==> src/rtl/machina_pkg.sv <==
// rtl/machina_pkg.sv - shared Q8.8 types, constants and the saturating narrow for associate-class blocks
package machina_pkg;

  localparam int FRAC = 8;

  typedef logic signed [15:0] res_t;
  typedef logic [31:0]        loss_t;

  typedef enum logic [1:0] {
    RES  = 2'd0,
    TGT  = 2'd1,
    ERR  = 2'd2,
    LOSS = 2'd3
  } state_t;

  // Clamp a 17-bit signed difference to the Q8.8 range [0x8000, 0x7fff].
  function automatic res_t sat16(input logic signed [16:0] x);
    if (x[16] != x[15]) return x[16] ? 16'sh8000 : 16'sh7fff;
    return x[15:0];
  endfunction

endpackage

==> src/rtl/objective_if.sv <==
// rtl/objective_if.sv - valid/ready stream bundle used for the res, tgt, err and loss ports
interface objective_if #(parameter int W = 16) ();

  logic         valid;
  logic [W-1:0] data;
  logic         ready;

  modport master (output valid, output data, input ready);
  modport slave  (input valid, input data, output ready);

endinterface

==> src/rtl/saturate.sv <==
// rtl/saturate.sv - combinational narrowing with clamp, signed or unsigned, IN_W > OUT_W
module saturate #(
  parameter int IN_W   = 17,
  parameter int OUT_W  = 16,
  parameter bit SIGNED = 1'b1
) (
  input  logic [IN_W-1:0]  value,
  output logic [OUT_W-1:0] result
);

  generate
    if (SIGNED) begin : g_signed
      // Value fits when every bit from the output sign bit upward agrees.
      logic [IN_W-OUT_W:0] head;
      assign head = value[IN_W-1:OUT_W-1];
      always_comb begin
        if (head == '0 || head == '1) result = value[OUT_W-1:0];
        else if (value[IN_W-1])       result = {1'b1, {(OUT_W-1){1'b0}}};
        else                          result = {1'b0, {(OUT_W-1){1'b1}}};
      end
    end else begin : g_unsigned
      logic [IN_W-OUT_W-1:0] head;
      assign head = value[IN_W-1:OUT_W];
      assign result = (|head) ? {OUT_W{1'b1}} : value[OUT_W-1:0];
    end
  endgenerate

endmodule

==> src/rtl/objective.sv <==
// rtl/objective.sv - training terminus: error delta toward associate and batched squared-error loss
module objective
  import machina_pkg::*;
#(
  parameter int BATCH = 4,
  parameter int SHIFT = 0
) (
  input  logic        clock,
  input  logic        reset_n,
  input  logic        train,
  objective_if.slave  res,
  objective_if.slave  tgt,
  objective_if.master err,
  objective_if.master loss
);

  localparam int CW = $clog2(BATCH + 1);

  state_t               state;
  res_t                 res_q;
  logic [CW-1:0]        count;
  loss_t                sum;

  logic signed [16:0]   tgt_x;
  logic signed [16:0]   res_x;
  logic signed [16:0]   diff;
  logic signed [16:0]   diff_sh;
  logic [15:0]          e_sat;
  logic [31:0]          e_ext;
  logic [31:0]          prod;
  logic [31:0]          sq;
  logic [32:0]          sum_wide;
  loss_t                sum_sat;

  // Readies decode the registered state only, so no input reaches them combinationally.
  assign res.ready = (state == RES);
  assign tgt.ready = (state == TGT);

  assign tgt_x   = {tgt.data[15], tgt.data};
  assign res_x   = {res_q[15], res_q};
  assign diff    = tgt_x - res_x;
  assign diff_sh = diff >>> SHIFT;

  saturate #(.IN_W(17), .OUT_W(16), .SIGNED(1'b1)) u_sat_err (
    .value  (diff_sh),
    .result (e_sat)
  );

  // e*e is never negative and at most 2^30, so the logical shift matches the arithmetic one.
  assign e_ext    = {{16{err.data[15]}}, err.data};
  assign prod     = e_ext * e_ext;
  assign sq       = prod >> FRAC;
  assign sum_wide = {1'b0, sum} + {1'b0, sq};

  saturate #(.IN_W(33), .OUT_W(32), .SIGNED(1'b0)) u_sat_sum (
    .value  (sum_wide),
    .result (sum_sat)
  );

  always_ff @(posedge clock or negedge reset_n) begin
    if (!reset_n) begin
      state      <= RES;
      res_q      <= '0;
      count      <= '0;
      sum        <= '0;
      err.valid  <= 1'b0;
      err.data   <= '0;
      loss.valid <= 1'b0;
      loss.data  <= '0;
    end else begin
      case (state)
        RES: begin
          if (res.valid && res.ready) begin
            res_q <= res.data;
            if (train) state <= TGT;
          end
        end
        TGT: begin
          if (tgt.valid && tgt.ready) begin
            err.data  <= e_sat;
            err.valid <= 1'b1;
            state     <= ERR;
          end
        end
        ERR: begin
          if (err.ready) begin
            err.valid <= 1'b0;
            if (count == CW'(BATCH - 1)) begin
              loss.data  <= sum_sat;
              loss.valid <= 1'b1;
              sum        <= '0;
              count      <= '0;
              state      <= LOSS;
            end else begin
              sum   <= sum_sat;
              count <= count + 1'b1;
              state <= RES;
            end
          end
        end
        LOSS: begin
          if (loss.ready) begin
            loss.valid <= 1'b0;
            state      <= RES;
          end
        end
        default: begin
          state      <= RES;
          err.valid  <= 1'b0;
          loss.valid <= 1'b0;
`ifndef SYNTHESIS
          $error("objective: illegal state encoding %0d", state);
`endif
        end
      endcase
    end
  end

endmodule

==> src/flat_wrapper.sv <==
// flat-port wrapper written by rule: the top's interface ports become plain ports
module objective_flat import machina_pkg::*;
#(
  parameter int BATCH = 4,
  parameter int SHIFT = 0
)
  (clock, reset_n, train, res_valid, res_data, res_ready, tgt_valid, tgt_data, tgt_ready, err_valid, err_data, err_ready, loss_valid, loss_data, loss_ready);
  objective_if #(.W(16)) res_i ();
  objective_if #(.W(16)) tgt_i ();
  objective_if #(.W(16)) err_i ();
  objective_if #(.W(32)) loss_i ();
  input  logic clock;
  input  logic reset_n;
  input  logic train;
  input wire logic [$bits(res_i.valid)-1:0] res_valid;
  input wire logic [$bits(res_i.data)-1:0] res_data;
  output wire logic [$bits(res_i.ready)-1:0] res_ready;
  input wire logic [$bits(tgt_i.valid)-1:0] tgt_valid;
  input wire logic [$bits(tgt_i.data)-1:0] tgt_data;
  output wire logic [$bits(tgt_i.ready)-1:0] tgt_ready;
  output wire logic [$bits(err_i.valid)-1:0] err_valid;
  output wire logic [$bits(err_i.data)-1:0] err_data;
  input wire logic [$bits(err_i.ready)-1:0] err_ready;
  output wire logic [$bits(loss_i.valid)-1:0] loss_valid;
  output wire logic [$bits(loss_i.data)-1:0] loss_data;
  input wire logic [$bits(loss_i.ready)-1:0] loss_ready;
  assign res_i.valid = res_valid;
  assign res_i.data = res_data;
  assign res_ready = res_i.ready;
  assign tgt_i.valid = tgt_valid;
  assign tgt_i.data = tgt_data;
  assign tgt_ready = tgt_i.ready;
  assign err_valid = err_i.valid;
  assign err_data = err_i.data;
  assign err_i.ready = err_ready;
  assign loss_valid = loss_i.valid;
  assign loss_data = loss_i.data;
  assign loss_i.ready = loss_ready;
  objective #(.BATCH(BATCH), .SHIFT(SHIFT)) u_core (.clock(clock), .reset_n(reset_n), .train(train), .res(res_i), .tgt(tgt_i), .err(err_i), .loss(loss_i));
endmodule
==> config.mk <==
export PLATFORM = sky130hd
export DESIGN_NAME = objective_flat
export DESIGN_NICKNAME = d
export VERILOG_FILES = /design/src/rtl/machina_pkg.sv /design/src/rtl/objective_if.sv /design/src/rtl/saturate.sv /design/src/rtl/objective.sv /design/src/flat_wrapper.sv
export SDC_FILE = /design/constraint.sdc
export NUM_CORES = 1
export LEC_CHECK = 0
export CORE_ASPECT_RATIO = 1.2
export CORE_MARGIN = 8
export CORE_UTILIZATION = 39
export CTS_CLUSTER_SIZE = 20
export DETAILED_ROUTE_END_ITERATION = 8
export PLACE_DENSITY = 0.61
export SYNTH_ARGS = -nofsm -noshare
export SYNTH_HDL_FRONTEND = slang
export SYNTH_SLANG_ARGS = --single-unit
==> constraint.sdc <==
create_clock -name clock -period 14.85 [get_ports clock]
set_input_delay 2.97 -clock clock [delete_from_list [all_inputs] [get_ports clock]]
set_output_delay 2.97 -clock clock [all_outputs]
set_load 0.05 [all_outputs]
==> flow_metrics.tcl, run 1 <==
set metrics [dict create \
    synthFlopType "dfrtp_1" \
    syn_nets 2050 \
    die_area_um2 44400 \
    drv_cap 0 \
    antenna_cells 0 \
    setup.worst_path.class "register to register" \
    cts_buffers 9 \
    start_util_pct 39.4 \
    track_usage_pct 16.3 \
    area_growth_pct 11.3 \
    synth_common_cells "340 x inv_1, 238 x fa_1, 188 x nand2_1" \
    globalplace.congestion 0.837 \
    r2r_start "u_core.err.data[15]" \
    synth_fa_ha_area_share_pct 44.1 \
    synth_area_per_cell_um2 9.02 \
    worstHoldPathType "register to register" \
    crit_start "u_core.err.data[15]" \
    clock.fmax_mhz 106 \
    path_clk_slew_ns 0.08 \
    drtIter0Drc 525 \
    async_reset_ff_share_pct 100 \
    min-delay-start "u_core.loss.data[21]" \
    synth_compound_area_share_pct 10.5 \
    synth_xor_area_share_pct 4.14 \
    grt_pass1_wl_um 58900 \
    synth_top_family_by_area "adder cells" \
    synthTopCellsByArea "fa_1 32%, dfrtp_1 17%, ha_1 11%" \
    ys_seq_area_share_pct 17.4 \
    synth.largest_area_cell "fa_1" \
    finalClockSkew_ns 0.0144 \
    grt_pass1_vias 11700 \
    design.core.area_um2 37600 \
    outcome "finished clean" \
    rows 78 \
    drt-pass1-iter-count 8 \
    arrival_ns 9.71 \
    cts-htree-levels 3 \
    postCtsHoldBufs 0 \
    nets 2105 \
    nFillCells 3631 \
    synth.most_common_cell "inv_1" \
    final-hold-violation-count 0 \
    crit_fanout 25 \
    synth_area_um2 14800 \
    io_pins 91 \
    final_max_slew_viol_count 0 \
    crit_path_end_kind "register" \
    die_width_um 194 \
    setup_viol 0 \
    worst-path-buf-inv 4 \
    overflow 0 \
    cts_setup_buffers 0 \
    antenna_found_initial 0 \
    worstMarginPinSlew_ns 0.946 \
    synthMuxAreaShare_pct 0.499 \
    synth_cell_types 60 \
    cts_buffer_depth 2 \
    cts_num_sinks 103 \
    ant_nets 0 \
    critical_path.max_stage_delay_ns 0.82 \
    vias_per_cell 5.00 \
    drc 0 \
    die_h_um 229 \
    synth_top_area_share_pct 32.2 \
    rsz0062_at_grt "false" \
    vias 10900 \
    clock_latency_ns 0.36 \
    wl_per_cell_um 16.3 \
    crit_family "adder cells" \
    finalCritPeriodShare_pct 63.7 \
    fin_tns_setup_ns 0 \
    synth_edf_count 0 \
    cp_common_cell "fa_1" \
    yosys_register_bits 103 \
    dp_hpwl_um 29300 \
    r2r_slack_ns 5.39 \
    required_ns 15.10 \
    root_buffer "clkbuf_16" \
    drive_gt1_share_pct 2.59 \
    cts_tree "built" \
    cts_resized 0 \
    synthSimpleGateAreaFrac_pct 13.2 \
    min_period_ns 9.46 \
    portBuffers 90 \
    startpoint_type "register" \
    ys_warn_count 0 \
    synthCells 1641 \
    grt_start_max_net_pins 65 \
    relSlewSlack_pct 36.9 \
    slowest_stage "dfrtp_1" \
    routed_wirelength_um 35600 \
]
==> per-layer routing <==
layer	track usage (%)	wire [um]	vias up
li1	-	-	5227
met1	19.5	14600	5408
met2	29.3	18400	211
met3	2.41	1350	58
met4	5.95	1180	0
met5	0	0	-
==> placed cells by master, fill, tap and decap left out, drive strengths merged, types with 3 or more instances in the layout <==
| cell | count |
|---|---|
| inv | 343 |
| fa | 238 |
| nand2 | 188 |
| ha | 132 |
| o21ai | 107 |
| nor2 | 106 |
| dfrtp | 103 |
| clkdlybuf4s50 | 89 |
| xnor2 | 50 |
| a21oi | 48 |
| and2 | 41 |
| a21o | 26 |
| nor2b | 21 |
| xor2 | 20 |
| nand3 | 19 |
| nand2b | 14 |
| nor3 | 12 |
| and3 | 12 |
| a211oi | 11 |
| maj3 | 11 |
| a31oi | 10 |
| clkbuf | 10 |
| o21a | 9 |
| buf | 9 |
| nand4 | 8 |
| o31ai | 7 |
| or3 | 5 |
| mux2 | 5 |
| o221a | 4 |
| o211ai | 3 |
| o22a | 3 |
| o31a | 3 |
| o21bai | 3 |
==> flip-flops by register name, indices dropped and copies added (netlist names) <==
register	cells
u_core.err.valid	1
u_core.res_q	16
u_core.sum	32
u_core.state	2
u_core.err.data	16
u_core.loss.valid	1
u_core.loss.data	32
u_core.count	3
==> layout make-up <==
class | instances | area [um2] | area share, %
Inverter | 340 | 1280 | 7.75
Timing Repair Buffer | 98 | 958 | 5.82
Clock inverter | 6 | 85.1 | 0.517
Tap cell | 480 | 601 | 3.65
Multi-Input combinational cell | 1144 | 10700 | 65.2
Sequential cell | 103 | 2580 | 15.6
Clock buffer | 10 | 239 | 1.45
==> path summary, 6_finish.rpt <==
| check | endpoint | cells past startpoint |
|---|---|---|
| min reg2reg | u_core.loss.data[21] | 2 |
| min in group asynchronous | u_core.count[2] | 1 |
| max in group asynchronous | u_core.loss.data[16] | 2 |
| max reg2reg | u_core.sum[25] | 33 |
| min | u_core.loss.data[21] | 2 |
| max | u_core.sum[25] | 33 |
==> kinds of logic after synthesis <==
group           count (synthesis)
flops                         103
fa+ha+maj                     381
buf+inv                       394
compound gates                252
simple gates                  435
mux                             6
xor+xnor                       70
==> stage by stage <==
stage	std cells	hold slack (ns)	cell area (um2)	util (%)	worst slack (ns)
after global placement	2165	0.453	16100	43.0	5.60
after detailed placement	2165	0.467	16100	43.0	5.38
after global routing	2181	0.508	16500	43.8	4.56
after floorplan	1641	0.443	14800	-	6.20
after CTS	2181	0.489	16500	43.8	5.32
final	2181	0.482	16500	43.8	5.39
==> worst min-delay path: cells and delay by family (launching register included) <==
kind	cells	cell delay [ns]
compound gates	1	0.06
flops	1	0.35
simple gates	1	0.04
Power of run 1 is not shown: default switching activity piles up to over one toggle a cycle in this logic, so the estimate is an artifact.
==> run 2: changes to the inputs <==
- clock period: 14.85 -> 9.01 ns (I/O delays scaled with it)
==> flow_metrics.tcl, run 2 (synthesis results as in run 1) <==
set metrics [dict create \
    outcome "finished clean" \
    required_ns 9.21 \
    cts_tree "built" \
    pre_cts_slack_ns 0.172 \
    overflow 0 \
    portBuffers 90 \
    layout_commonest_cell "inv_1" \
    ant_nets 0 \
    drc 0 \
    antenna_found_initial 0 \
    crit_fanout 17 \
    clock_latency_ns 0.36 \
    rr_worst_depth 28 \
    wl_per_cell_um 16.5 \
    cts-htree-levels 3 \
    cts_buffer_depth 2 \
    nets 2129 \
    track_usage_pct 16.7 \
    rows 78 \
    worstMarginPinSlew_ns 0.975 \
    finalCritPeriodShare_pct 95.7 \
    clock.fmax_mhz 116 \
    startpoint_type "register" \
    cp_common_cell "fa_1" \
    slowest_stage "fa_1" \
    routed_wirelength_um 36500 \
    drv_cap 0 \
    die_width_um 194 \
    top_regs "u_core.loss.data: 32 flops, u_core.sum: 32 flops" \
    setup_viol 0 \
    setup.worst_path.class "register to register" \
    area_growth_pct 12.6 \
    design.core.area_um2 37600 \
    fin_util_pct 44.3 \
    worstHoldPathType "register to register" \
    globalplace.congestion 0.864 \
    grt_start_max_net_pins 57 \
    mostFrequentLayoutCells "340 x inv_1, 238 x fa_1, 188 x nand2_1, 132 x ha_1, 106 x nor2_1" \
    drive_gt1_share_pct 4.58 \
    final-hold-violation-count 0 \
    nFillCells 3650 \
    dp_hpwl_um 30400 \
    die_area_um2 44400 \
    min_period_ns 8.63 \
    cts_num_sinks 103 \
    drtIter0Drc 474 \
    rsz0062_at_grt "false" \
    start_util_pct 39.4 \
    endpoint "u_core.loss.data[27]" \
    setup_slack_ns 0.384 \
    grt_pass1_vias 11900 \
    arrival_ns 8.83 \
    r2r_end "u_core.loss.data[27]" \
    antenna_cells 0 \
    root_buffer "clkbuf_16" \
    relSlewSlack_pct 34.8 \
    die_h_um 229 \
    grt_pass1_wl_um 60000 \
    crit_path_end_kind "register" \
    vias_per_cell 5.01 \
    r2r_slack_ns 0.38 \
    cts_buffers 9 \
    critical_path.max_stage_delay_ns 0.73 \
    min-delay-start "u_core.count[1]" \
    io_pins 91 \
    vias 11000 \
    crit_start "u_core.err.data[3]" \
    fin_tns_setup_ns 0 \
    drt-pass1-iter-count 5 \
    postCtsHoldBufs 0 \
    r2r_start "u_core.err.data[3]" \
    finalClockSkew_ns 0.0137 \
    final_max_slew_viol_count 0 \
    path_clk_slew_ns 0.08 \
]
-- run 2: what timing repair did --
| item | in CTS | in global routing |
|---|---|---|
| setup endpoints to repair | 0 | 64 |
| setup buffers | 0 | 4 |
| resized for setup | 0 | 18 |
-- run 2: worst min-delay path by stage --
stage / end / slack (ns) / cells after the start
after floorplan: u_core.count[1] / 0.44 / 2
after global routing: u_core.count[1] / 0.51 / 2
after CTS: u_core.count[1] / 0.48 / 2
after global placement: u_core.count[1] / 0.45 / 2
final: u_core.count[1] / 0.48 / 2
after detailed placement: u_core.count[1] / 0.47 / 2
-- run 2: area by class of cell --
type	instances	area (um2)	share of cell area, %
inverters	340	1280	7.66
flip-flops and latches	103	2590	15.6
repair buffers	122	1140	6.86
clock inverters	6	50.0	0.301
well taps	480	601	3.61
clock buffers	10	229	1.37
multi-input cells	1144	10800	64.6
-- run 2: stage by stage --
| stage | std cells | hold WS (ns) | cell area (um2) |
|---|---|---|---|
| 6_report | 2205 | 0.481 | 16700 |
| 5_1_grt | 2205 | 0.507 | 16700 |
| 4_1_cts | 2201 | 0.485 | 16600 |
| 3_5_place_dp | 2185 | 0.469 | 16300 |
| 3_3_place_gp | 2185 | 0.454 | 16300 |
| 2_1_floorplan | 1641 | 0.443 | 14800 |
-- run 2: routing by layer --
metal,global-route usage (%),share of wire (%),vias to the layer above
met4,4.12,1.7,0
li1,-,-,5281
met5,0,0,-
met3,2.49,3.7,37
met1,19.3,41,5540
met2,31.7,54,191
-- run 2: critical path: cells and delay by family (launching register included) --
kind / cells / cell delay (ns)
AO/OA/AOI/OAI: 7 / 1.45
AND/OR/NAND/NOR: 8 / 1.49
flip-flops: 1 / 0.56
adder cells (fa/ha/maj): 8 / 4.06
XOR/XNOR: 2 / 0.25
buffers and inverters: 3 / 0.64
Power of run 2 is left out for the same reason.
==> run 3: changes to the inputs <==
- CORE_UTILIZATION: 39 -> 50
- PLACE_DENSITY: 0.61 -> 0.69
==> flow_metrics.tcl, run 3 (synthesis results as in run 1) <==
set metrics [dict create \
    place_area_um2 16200 \
    design.core.area_um2 29400 \
    cts_tree "built" \
    outcome "finished clean" \
    grt_start_max_net_pins 58 \
    drv_cap 0 \
    wl_per_cell_um 16.5 \
    start_util_pct 50.4 \
    die_width_um 173 \
    portBuffers 90 \
    arrival_ns 8.75 \
    routed_wirelength_um 34800 \
    clock.fmax_mhz 118 \
    die_area_um2 35400 \
    vias 11200 \
    grt_pass1_wl_um 58700 \
    vias_per_cell 5.28 \
    crit_fanout 9 \
    path_clk_slew_ns 0.09 \
    mostFrequentLayoutCells "340 x inv_1, 238 x fa_1, 188 x nand2_1, 132 x ha_1, 106 x nor2_1" \
    min_period_ns 8.49 \
    overflow 0 \
    slowest_stage "fa_1" \
    crit_path_end_kind "register" \
    rsz0062_at_grt "false" \
    final-hold-violation-count 0 \
    cts_setup_buffers 0 \
    cts_buffer_depth 2 \
    layout_commonest_cell "inv_1" \
    stdcell_count 2111 \
    globalplace.congestion 0.905 \
    critical_path.max_stage_delay_ns 0.68 \
    root_buffer "clkbuf_16" \
    relSlewSlack_pct 40.8 \
    dp_cells 2095 \
    startpoint_type "register" \
    drt-pass1-iter-count 5 \
    clock_latency_ns 0.36 \
    holdWs_ns 0.478 \
    setup.worst_path.class "register to register" \
    top_regs "u_core.loss.data: 32 flops, u_core.sum: 32 flops" \
    postCtsHoldBufs 0 \
    final_max_slew_viol_count 0 \
    setup_viol 0 \
    worstHoldPathType "register to register" \
    antenna_found_initial 0 \
    cts_num_sinks 103 \
    worstMarginPinSlew_ns 0.885 \
    ant_nets 0 \
    cts-htree-levels 3 \
    rows 69 \
    finalCritPeriodShare_pct 94.2 \
    cp_common_cell "fa_1" \
    io_pins 91 \
    drive_gt1_share_pct 4.53 \
    grt_pass1_vias 12100 \
    die_h_um 204 \
    required_ns 9.28 \
    nets 2125 \
    drtIter0Drc 514 \
    antenna_cells 0 \
    cts_resized 0 \
    dp_hpwl_um 29100 \
    fin_tns_setup_ns 0 \
    cts_buffers 9 \
    fin_area_um2 16500 \
    finalClockSkew_ns 0.0125 \
    drc 0 \
    area_growth_pct 11.7 \
    track_usage_pct 20.4 \
]
-- run 3: critical path: cells and delay by family (launching register included) --
family / cells / cell delay [ns]
AOI/OAI and AO/OA: 9 / 1.58
xor gates and xnor gates: 1 / 0.13
adders and majority gates: 8 / 3.98
buffers and inverters: 5 / 0.95
DFF: 1 / 0.54
and+or+nand+nor: 7 / 1.22
-- run 3: metal layers --
metal  track usage [%]  share of wire, %  up-vias
li1                  -                 -     5270
met1              23.6                40     5580
met2              37.8                53      242
met3              3.18               4.2       61
met4              7.34               3.1        0
met5                 0                 0        -
-- run 3: cell type report --
cell class	instances	area, um2
clock buffers	9	225
clock inverters	7	76.3
fillers	2699	12800
multi-input cells	1144	10800
repair buffers	118	1110
well taps	390	488
inverters	340	1280
flip-flops and latches	103	2590
-- run 3: final timing paths --
check                      slack (ns)  depth (start not counted)                   end          startpoint
hold / removal                   0.48                          2       u_core.count[1]     u_core.count[1]
max in group asynchronous        6.40                          2  u_core.loss.data[19]             reset_n
setup reg to reg                 0.52                         30        u_core.sum[28]  u_core.err.data[3]
hold reg to reg                  0.48                          2       u_core.count[1]     u_core.count[1]
setup / recovery                 0.52                         30        u_core.sum[28]  u_core.err.data[3]
min in group asynchronous        1.44                          1  u_core.loss.data[27]             reset_n
-- run 3: per-stage QoR --
| stage | util (%) | setup WS [ns] |
|---|---|---|
| 6_report | 56.3 | 0.525 |
| 5_1_grt | 56.3 | 0.0351 |
| 4_1_cts | 56.2 | 0.0904 |
| 3_5_place_dp | 55.1 | 0.147 |
| 3_3_place_gp | 55.1 | 0.183 |
| 2_1_floorplan | - | 0.360 |
Power of run 3 is left out for the same reason.
